$ cat config.mk
export PLATFORM = sky130hd
export DESIGN_NAME = apb_mem_slave
export DESIGN_NICKNAME = d
export VERILOG_FILES = /design/src/rtl/apb_mem_pkg.sv /design/src/rtl/apb_mem_array.sv /design/src/rtl/apb_mem_slave.sv
export SDC_FILE = /design/constraint.sdc
export NUM_CORES = 1
export LEC_CHECK = 0
export CAP_MARGIN = 15
export CORE_UTILIZATION = 30
export CTS_CLUSTER_DIAMETER = 150
export CTS_CLUSTER_SIZE = 30
export DETAILED_ROUTE_END_ITERATION = 8
export SYNTH_ARGS = -nofsm -noshare
export SYNTH_HDL_FRONTEND = slang
export SYNTH_SLANG_ARGS = --single-unit
$ cat constraint.sdc
create_clock -name PCLK -period 8 [get_ports PCLK]
set_clock_uncertainty 0.15 [all_clocks]
set_input_delay 2 -clock PCLK [delete_from_list [all_inputs] [get_ports PCLK]]
set_output_delay 2 -clock PCLK [all_outputs]
set_load 0.02 [all_outputs]
$ cat src/rtl/apb_mem_pkg.sv
// Shared types and sizing helpers for the APB memory slave.
package apb_mem_pkg;

  typedef enum logic {
    IDLE   = 1'b0,
    ACCESS = 1'b1
  } apb_state_t;

  localparam int WAIT_STATES_MAX = 15;
  localparam int CNT_W           = 4;

  function automatic int nbytes(input int dw);
    return dw / 8;
  endfunction

  // Byte-offset bits inside one word; zero for byte-wide memories.
  function automatic int off_w(input int dw);
    return (dw > 8) ? $clog2(dw / 8) : 0;
  endfunction

  function automatic int idx_w(input int depth);
    return (depth > 1) ? $clog2(depth) : 1;
  endfunction

endpackage

$ cat src/rtl/apb_mem_array.sv
// DEPTH x DW storage: one synchronous byte-enabled write port, one asynchronous read port.
module apb_mem_array
  import apb_mem_pkg::*;
#(
  parameter int DW    = 32,
  parameter int DEPTH = 16,
  parameter int IW    = 4
) (
  input  logic              clk,
  input  logic              we,
  input  logic [DW/8-1:0]   be,
  input  logic [IW-1:0]     waddr,
  input  logic [DW-1:0]     wdata,
  input  logic [IW-1:0]     raddr,
  output logic [DW-1:0]     rdata
);

  localparam int NBYTES = nbytes(DW);

  logic [DW-1:0] mem [DEPTH];

  always_ff @(posedge clk) begin
    if (we) begin
      for (int b = 0; b < NBYTES; b++) begin
        if (be[b]) mem[waddr][8*b +: 8] <= wdata[8*b +: 8];
      end
    end
  end

  assign rdata = mem[raddr];

endmodule

$ cat src/rtl/apb_mem_slave.sv
// APB slave with word memory, programmable wait states and error response.
// Build option: APB_MEM_STRB_EN honours PSTRB per byte lane; otherwise writes update every lane.
module apb_mem_slave
  import apb_mem_pkg::*;
#(
  parameter int DW          = 32,
  parameter int AW          = 12,
  parameter int DEPTH       = 16,
  parameter int WAIT_STATES = 0
) (
  input  logic              PCLK,
  input  logic              PRESET,
  input  logic [AW-1:0]     PADDR,
  input  logic              PSEL,
  input  logic              PENABLE,
  input  logic              PWRITE,
  input  logic [DW-1:0]     PWDATA,
  input  logic [DW/8-1:0]   PSTRB,
  output logic [DW-1:0]     PRDATA,
  output logic              PREADY,
  output logic              PSLVERR
);

  localparam int NBYTES = nbytes(DW);
  localparam int OFF_W  = off_w(DW);
  localparam int IW     = idx_w(DEPTH);
  localparam logic [AW-1:0] OFF_MASK = AW'(NBYTES - 1);

  apb_state_t        state_q, state_d;
  logic [CNT_W-1:0]  cnt_q;
  logic              err_p0;
  logic [IW-1:0]     idx_p0;

  logic [AW-1:0]     word_idx;
  logic              addr_err;
  logic              setup_go;
  logic              wr_en;
  logic [NBYTES-1:0] lane_en;
  logic [DW-1:0]     rd_word;

  // Address decode for the transfer currently on the bus
  assign word_idx = PADDR >> OFF_W;
  assign addr_err = (64'(word_idx) >= 64'(DEPTH)) || ((PADDR & OFF_MASK) != '0);
  assign setup_go = (state_q == IDLE) && PSEL && !PENABLE;

  assign PREADY  = (state_q == ACCESS) && PENABLE && (cnt_q == '0);
  assign PSLVERR = PREADY && err_p0;

  // A reset landing on the completion edge still wins over the write.
  assign wr_en = PSEL && PENABLE && PREADY && PWRITE && !err_p0 && !PRESET;

`ifdef APB_MEM_STRB_EN
  assign lane_en = PSTRB;
`else
  // Strobes are ignored in this build; the OR keeps the port read.
  assign lane_en = PSTRB | {NBYTES{1'b1}};
`endif

  always_comb begin
    state_d = state_q;
    unique case (state_q)
      IDLE:    if (PSEL && !PENABLE) state_d = ACCESS;
      ACCESS: begin
        if (!PSEL)                   state_d = IDLE;
        else if (PENABLE && PREADY)  state_d = IDLE;
      end
      default:                       state_d = IDLE;
    endcase
  end

  // Setup edge: capture control for the access phase
  always_ff @(posedge PCLK) begin
    if (PRESET) begin
      state_q <= IDLE;
      cnt_q   <= '0;
      err_p0  <= 1'b0;
    end else begin
      state_q <= state_d;
      if (setup_go) begin
        cnt_q  <= CNT_W'(WAIT_STATES);
        err_p0 <= addr_err;
      end else if ((state_q == ACCESS) && PENABLE && (cnt_q != '0)) begin
        cnt_q <= cnt_q - 1'b1;
      end
    end
  end

  always_ff @(posedge PCLK) begin
    if (setup_go) idx_p0 <= word_idx[IW-1:0];
  end

  // Read data is fetched at setup and held through the access phase
  always_ff @(posedge PCLK) begin
    if (PRESET) begin
      PRDATA <= '0;
    end else if (setup_go && !PWRITE) begin
      PRDATA <= addr_err ? '0 : rd_word;
    end
  end

  apb_mem_array #(
    .DW    (DW),
    .DEPTH (DEPTH),
    .IW    (IW)
  ) u_array (
    .clk   (PCLK),
    .we    (wr_en),
    .be    (lane_en),
    .waddr (idx_p0),
    .wdata (PWDATA),
    .raddr (word_idx[IW-1:0]),
    .rdata (rd_word)
  );

endmodule

== Word level (Yosys, flattened, before mapping) ==
Memory sizes are Yosys's and may differ from the RTL's.
Index checks and enable logic that the tools add are counted.
Widths: inputs -> output; s select.

* Register bits: 42
* Bits in writable memories: 512
* Output and inout bits: 34
* Logic and storage cells: 39
* Memories: 1

{| class="wikitable"
|+ Memories
! name !! depth !! bits a word !! rd ports !! clocked after memory_dff !! wr ports !! line !! text
|-
| u_array.mem || 16 || 32 || 1 || 0 || 1 || apb_mem_array.sv:20 || <nowiki>logic [DW-1:0] mem [DEPTH];</nowiki>
|}

* Add/subtract/negate cells: 1
* Order comparisons: 1
* Mux-type cells: 7
* Bitwise gates (word level): 1
* Reduce and logical (&&, ||, !) cells: 23

{| class="wikitable"
|+ Operators with widths
! kind !! number
|-
| $mux 32 || 1
|-
| $logic_and 1x1->1 || 14
|-
| $reduce_bool 12->1 || 1
|-
| $ge 10x5->1 const B || 1
|-
| $mux 1 || 5
|-
| $logic_not 1->1 || 4
|-
| $logic_not 4->1 || 1
|-
| $reduce_bool 4->1 || 1
|-
| $sub 4x1->4 const B || 1
|-
| $pmux 1 s2 || 1
|-
| $reduce_or 2->1 || 1
|-
| $logic_or 1x1->1 || 1
|-
| $not 1->1 || 1
|}

== Depth between registers and ports, before layout ==
* Depth after elaboration: 8
* Depth in mapped cells: 8

== Modules after synthesis ==
A second synthesis with hierarchy kept.

* Cell total of the unflattened synthesis: 1066
* Area, all modules: 21236.6 sq um

{| class="wikitable"
|+ Modules (own cells, without submodules)
! module !! instances !! cells an instance !! area an instance (sq um) !! sequential area each (sq um)
|-
| apb_mem_array || 1 || 877 || 19458.7 || 15374.7
|-
| apb_mem_slave || 1 || 189 || 1778.0 || 880.8
|}

== Worst setup path after synthesis ==
No wires, ideal clock.

* Kind: input -> register
* Start: input port PENABLE
* End: memory u_array.mem[0][0], enable pin
* Arrival: 5.086 ns
* Data required time: 7.389 ns
* Path slack: 2.303 ns
* Cell stages on the path: 4
* Path buffers: 0
* Path through: nand2_1 -> nor4_4 -> or3b_1 -> nor3_1

* Cells in the longest elaborated chain, start to end: 8
* Elaborated cells between the ends (all ways): 9
* Those cells by class: mux: 2; reduce/logical: 7

{| class="wikitable"
|+ RTL lines
! what !! line !! text
|-
| start: declaration || apb_mem_slave.sv:15 || <nowiki>input logic PENABLE,</nowiki>
|-
| $logic_and 1x1->1 (2 in a row) || apb_mem_slave.sv:46 || <nowiki>assign PREADY = (state_q == ACCESS) && PENABLE && (cnt_q == '0);</nowiki>
|-
| $logic_and 1x1->1 (*) (4 in a row) || apb_mem_slave.sv:50 || <nowiki>assign wr_en = PSEL && PENABLE && PREADY && PWRITE && !err_p0 && !PRESET;</nowiki>
|-
| $mux 1 (*) || apb_mem_array.sv:23 || <nowiki>if (we) begin</nowiki>
|-
| $mux 1 (not written as such) (*) || apb_mem_array.sv:25 || <nowiki>if (be[b]) mem[waddr][8*b +: 8] <= wdata[8*b +: 8];</nowiki>
|-
| end: declaration || apb_mem_array.sv:20 ||
|}

Every way passes the cells marked *; elsewhere a longest branch is shown, timed or not.

== Worst setup path in the final report ==
* Start: input port PENABLE
* End: output port PSLVERR

* Cells in the longest elaborated chain, start to end: 3

{| class="wikitable"
|+ RTL lines
! what !! line !! text
|-
| $logic_and 1x1->1 (2 in a row) || apb_mem_slave.sv:46 ||
|-
| $logic_and 1x1->1 || apb_mem_slave.sv:47 || <nowiki>assign PSLVERR = PREADY && err_p0;</nowiki>
|-
| end: declaration || apb_mem_slave.sv:21 || <nowiki>output logic PSLVERR</nowiki>
|}

No other way between the ends.

==> impl_metrics.ini <==
[global_route]
use_met1_pct = 17.4
grt_pass1_vias = 10600
grtUsageTotal_pct = 13.0
use_met2_pct = 22.7
grt_remaining_overflow = 0
antenna_found_initial = 1
use_met3_pct = 1.61
grt_max_degree = 60
grt_pass1_wl_um = 68900
grt_busiest_layer = met2

[cts]
numCtsBuffers = 22
post-cts-setup-buffer-count = 0
ctsResizeCount = 0
cts_htree_levels = 1
cts_root_buf = clkbuf_16
cts_tree = built
postCtsHoldBufs = 0
clock-sinks = 554
cts_max_path_buffers = 3
cts.reportedPaths.clkPinSlew_ps = 90
clk_latency_ps = 570

[sta]
final.setup.tns_ps = 0
rsz0062_at_grt = no
whs_ps = 306
worst_pin_slew_ps = 1110
max_freq_mhz = 173
setup_viol = 0
worst_slew_margin_rel_pct = 25.7
fin_crit_sh_pct = 72.3
slew_violations = 0
hold_viol_final = 0
period_minus_slack_ps = 5780

[critical_path]
required_ps = 5850
worstPathMaxFanout = 5
worstSetupEndpointType = output pin
cp-start-kind = primary input
arrival_ps = 3630
ff2ff_setup_slack_ps = 4330
worstSetupPathType = in2out

[drt]
vias_per_cell = 4.74
drt_iter0_drc = 725
routed_wl_um = 46500
dr.pass1.iters = 5
antenna_left = 0
routedWlPerCell_um = 21.6
num_vias = 10200
drc = 0

[floorplanning]
num_rows = 96
dieWidth_um = 267
core_area_sq_um = 69200
initial_core_util_pct = 30.5
io_pins = 87
die-area_sq_um = 71500
die_height_um = 267

[layout]
nNetsFinal = 1257
diodes = 0
syn_to_final_growth_pct = 12.7
finalNonFillerCells = 2149
drive_above_1_share_pct = 12.0

[placement]
io_buffers = 82
gp_congestion = 0.715
dp_hpwl_um = 25300
dp.cells = 2109

[synthesis]
syn_area_sq_um = 21100
synth.distinct_cells = 35
synth_nets = 1183
yosysWarnings = 0
syn_avg_cell_area_sq_um = 18.7
yosys_register_bits = 554
syn-instance-count = 1128
yosysSeqAreaShare_pct = 77.0

[pwr]
vdd_drop_max_mv = 0.132
power.leakage_uw = 0.00742
cellPowerDensity_nw_per_um2 = 201

[min_path]
min_path_type = reg2reg

[flow_run]
max-cap-violations = 0

[status]
status = finished clean
## cell usage in the layout, fill, tap and decap left out, types with 6 or more instances in the layout
| cell | n |
|---|---|
| a211oi_1 | 32 |
| buf_4 | 30 |
| clkbuf_1 | 15 |
| clkbuf_16 | 23 |
| clkdlybuf4s50_1 | 78 |
| dfxtp_1 | 38 |
| edfxtp_1 | 516 |
| mux2i_1 | 130 |
| mux4_2 | 64 |
| nand2_1 | 36 |
| nand2b_1 | 6 |
| nor2_1 | 41 |
| nor2_4 | 12 |
| nor2b_1 | 30 |
| o21ai_0 | 33 |
| o21ai_1 | 30 |
| o22ai_1 | 32 |
| o31ai_1 | 30 |
## synth_stat cells
cell / count / area share [%]
nor3_1: 5 / 0.12
o22ai_1: 32 / 0.95
o21ai_0: 33 / 0.78
buf_6: 3 / 0.16
and2_1: 3 / 0.089
o31ai_1: 30 / 1.1
ha_1: 2 / 0.12
nand3b_1: 2 / 0.071
nand3_1: 2 / 0.047
inv_1: 2 / 0.036
buf_4: 6 / 0.21
nor3b_1: 2 / 0.071
mux2i_1: 130 / 6.2
or3b_4: 1 / 0.053
or3b_1: 1 / 0.041
nor4_4: 2 / 0.20
nor2b_1: 31 / 0.92
mux4_2: 64 / 6.8
or4b_4: 1 / 0.065
or4_1: 3 / 0.11
a211oi_1: 32 / 1.1
xnor2_1: 1 / 0.041
buf_1: 4 / 0.071
or2_2: 2 / 0.059
buf_2: 19 / 0.45
dfxtp_1: 38 / 3.6
o41ai_1: 2 / 0.083
or3_1: 1 / 0.030
nor2_1: 53 / 0.94
o21ai_1: 30 / 0.71
edfxtp_1: 516 / 73
nand2_1: 36 / 0.64
a21oi_1: 3 / 0.071
clkbuf_1: 30 / 0.53
nand2b_1: 6 / 0.18
## worst paths after layout
check | cells after the start | to | from
setup / recovery | 5 | PSLVERR | PENABLE
hold / removal | 2 | PRDATA[15] | PRDATA[15]
setup reg to reg | 7 | u_array.mem[2][15] | cnt_q[0]
hold reg to reg | 2 | PRDATA[15] | PRDATA[15]
## report_power, final
part	total (uW)	switching (uW)	internal, uW	leakage (uW)
logic	225	137	87.9	0.00216
clock network	1390	833	553	0.000312
registers	3160	2.17	3160	0.00494
## final cells by class
type | count | area, sq um
Clock buffer | 38 | 632
Clock inverter | 2 | 21.3
Fill cell | 6552 | 45400
Inverter | 2 | 7.51
Multi-Input combinational cell | 510 | 4680
Sequential cell | 554 | 16300
Tap cell | 931 | 1160
Timing Repair Buffer | 112 | 1040
## metrics by stage
stage	instance area (sq um)	util (%)	worst slack, ps	total power, uW
global route	23800	34.4	2080	4930
global placement	23100	33.5	2220	3450
floorplan	21100	-	2300	3360
finish	23800	34.4	2220	4780
detailed placement	23100	33.5	2210	3460
CTS	23800	34.4	2200	4820
## metal layers
layer / wire [um] / vias to the layer above / part of all wire [%]
met5: 9 / - / 0.019
met4: 427 / 2 / 0.92
met2: 23400 / 156 / 50
met1: 20900 / 5376 / 45
li1: - / 4628 / -
met3: 1750 / 29 / 3.8
## worst max-delay path, cell delays in order
cell and delay [ps]:
clkdlybuf4s50_1 540, nand2_1 180, nor2_1 180, and2_1 140, clkdlybuf4s50_1 600
## flip-flops by register name, summed over array words and instances, names as in the netlist
register     flops
err_p0           1
u_array.mem    512
idx_p0           4
state_q          1
PRDATA          32
cnt_q            4
## cell families after synthesis
family                     count (synthesis)  synth area share (%)
AOI/OAI and AO/OA                        162                  4.80
DFF                                      554                  77.0
buffers and inverters                     64                  1.46
muxes                                    194                  13.0
and+or+nand+nor                          151                  3.63
xor gates and xnor gates                   1                0.0415
adders and majority gates                  2                 0.118
No activity file was read; power rests on OpenSTA's default activity.
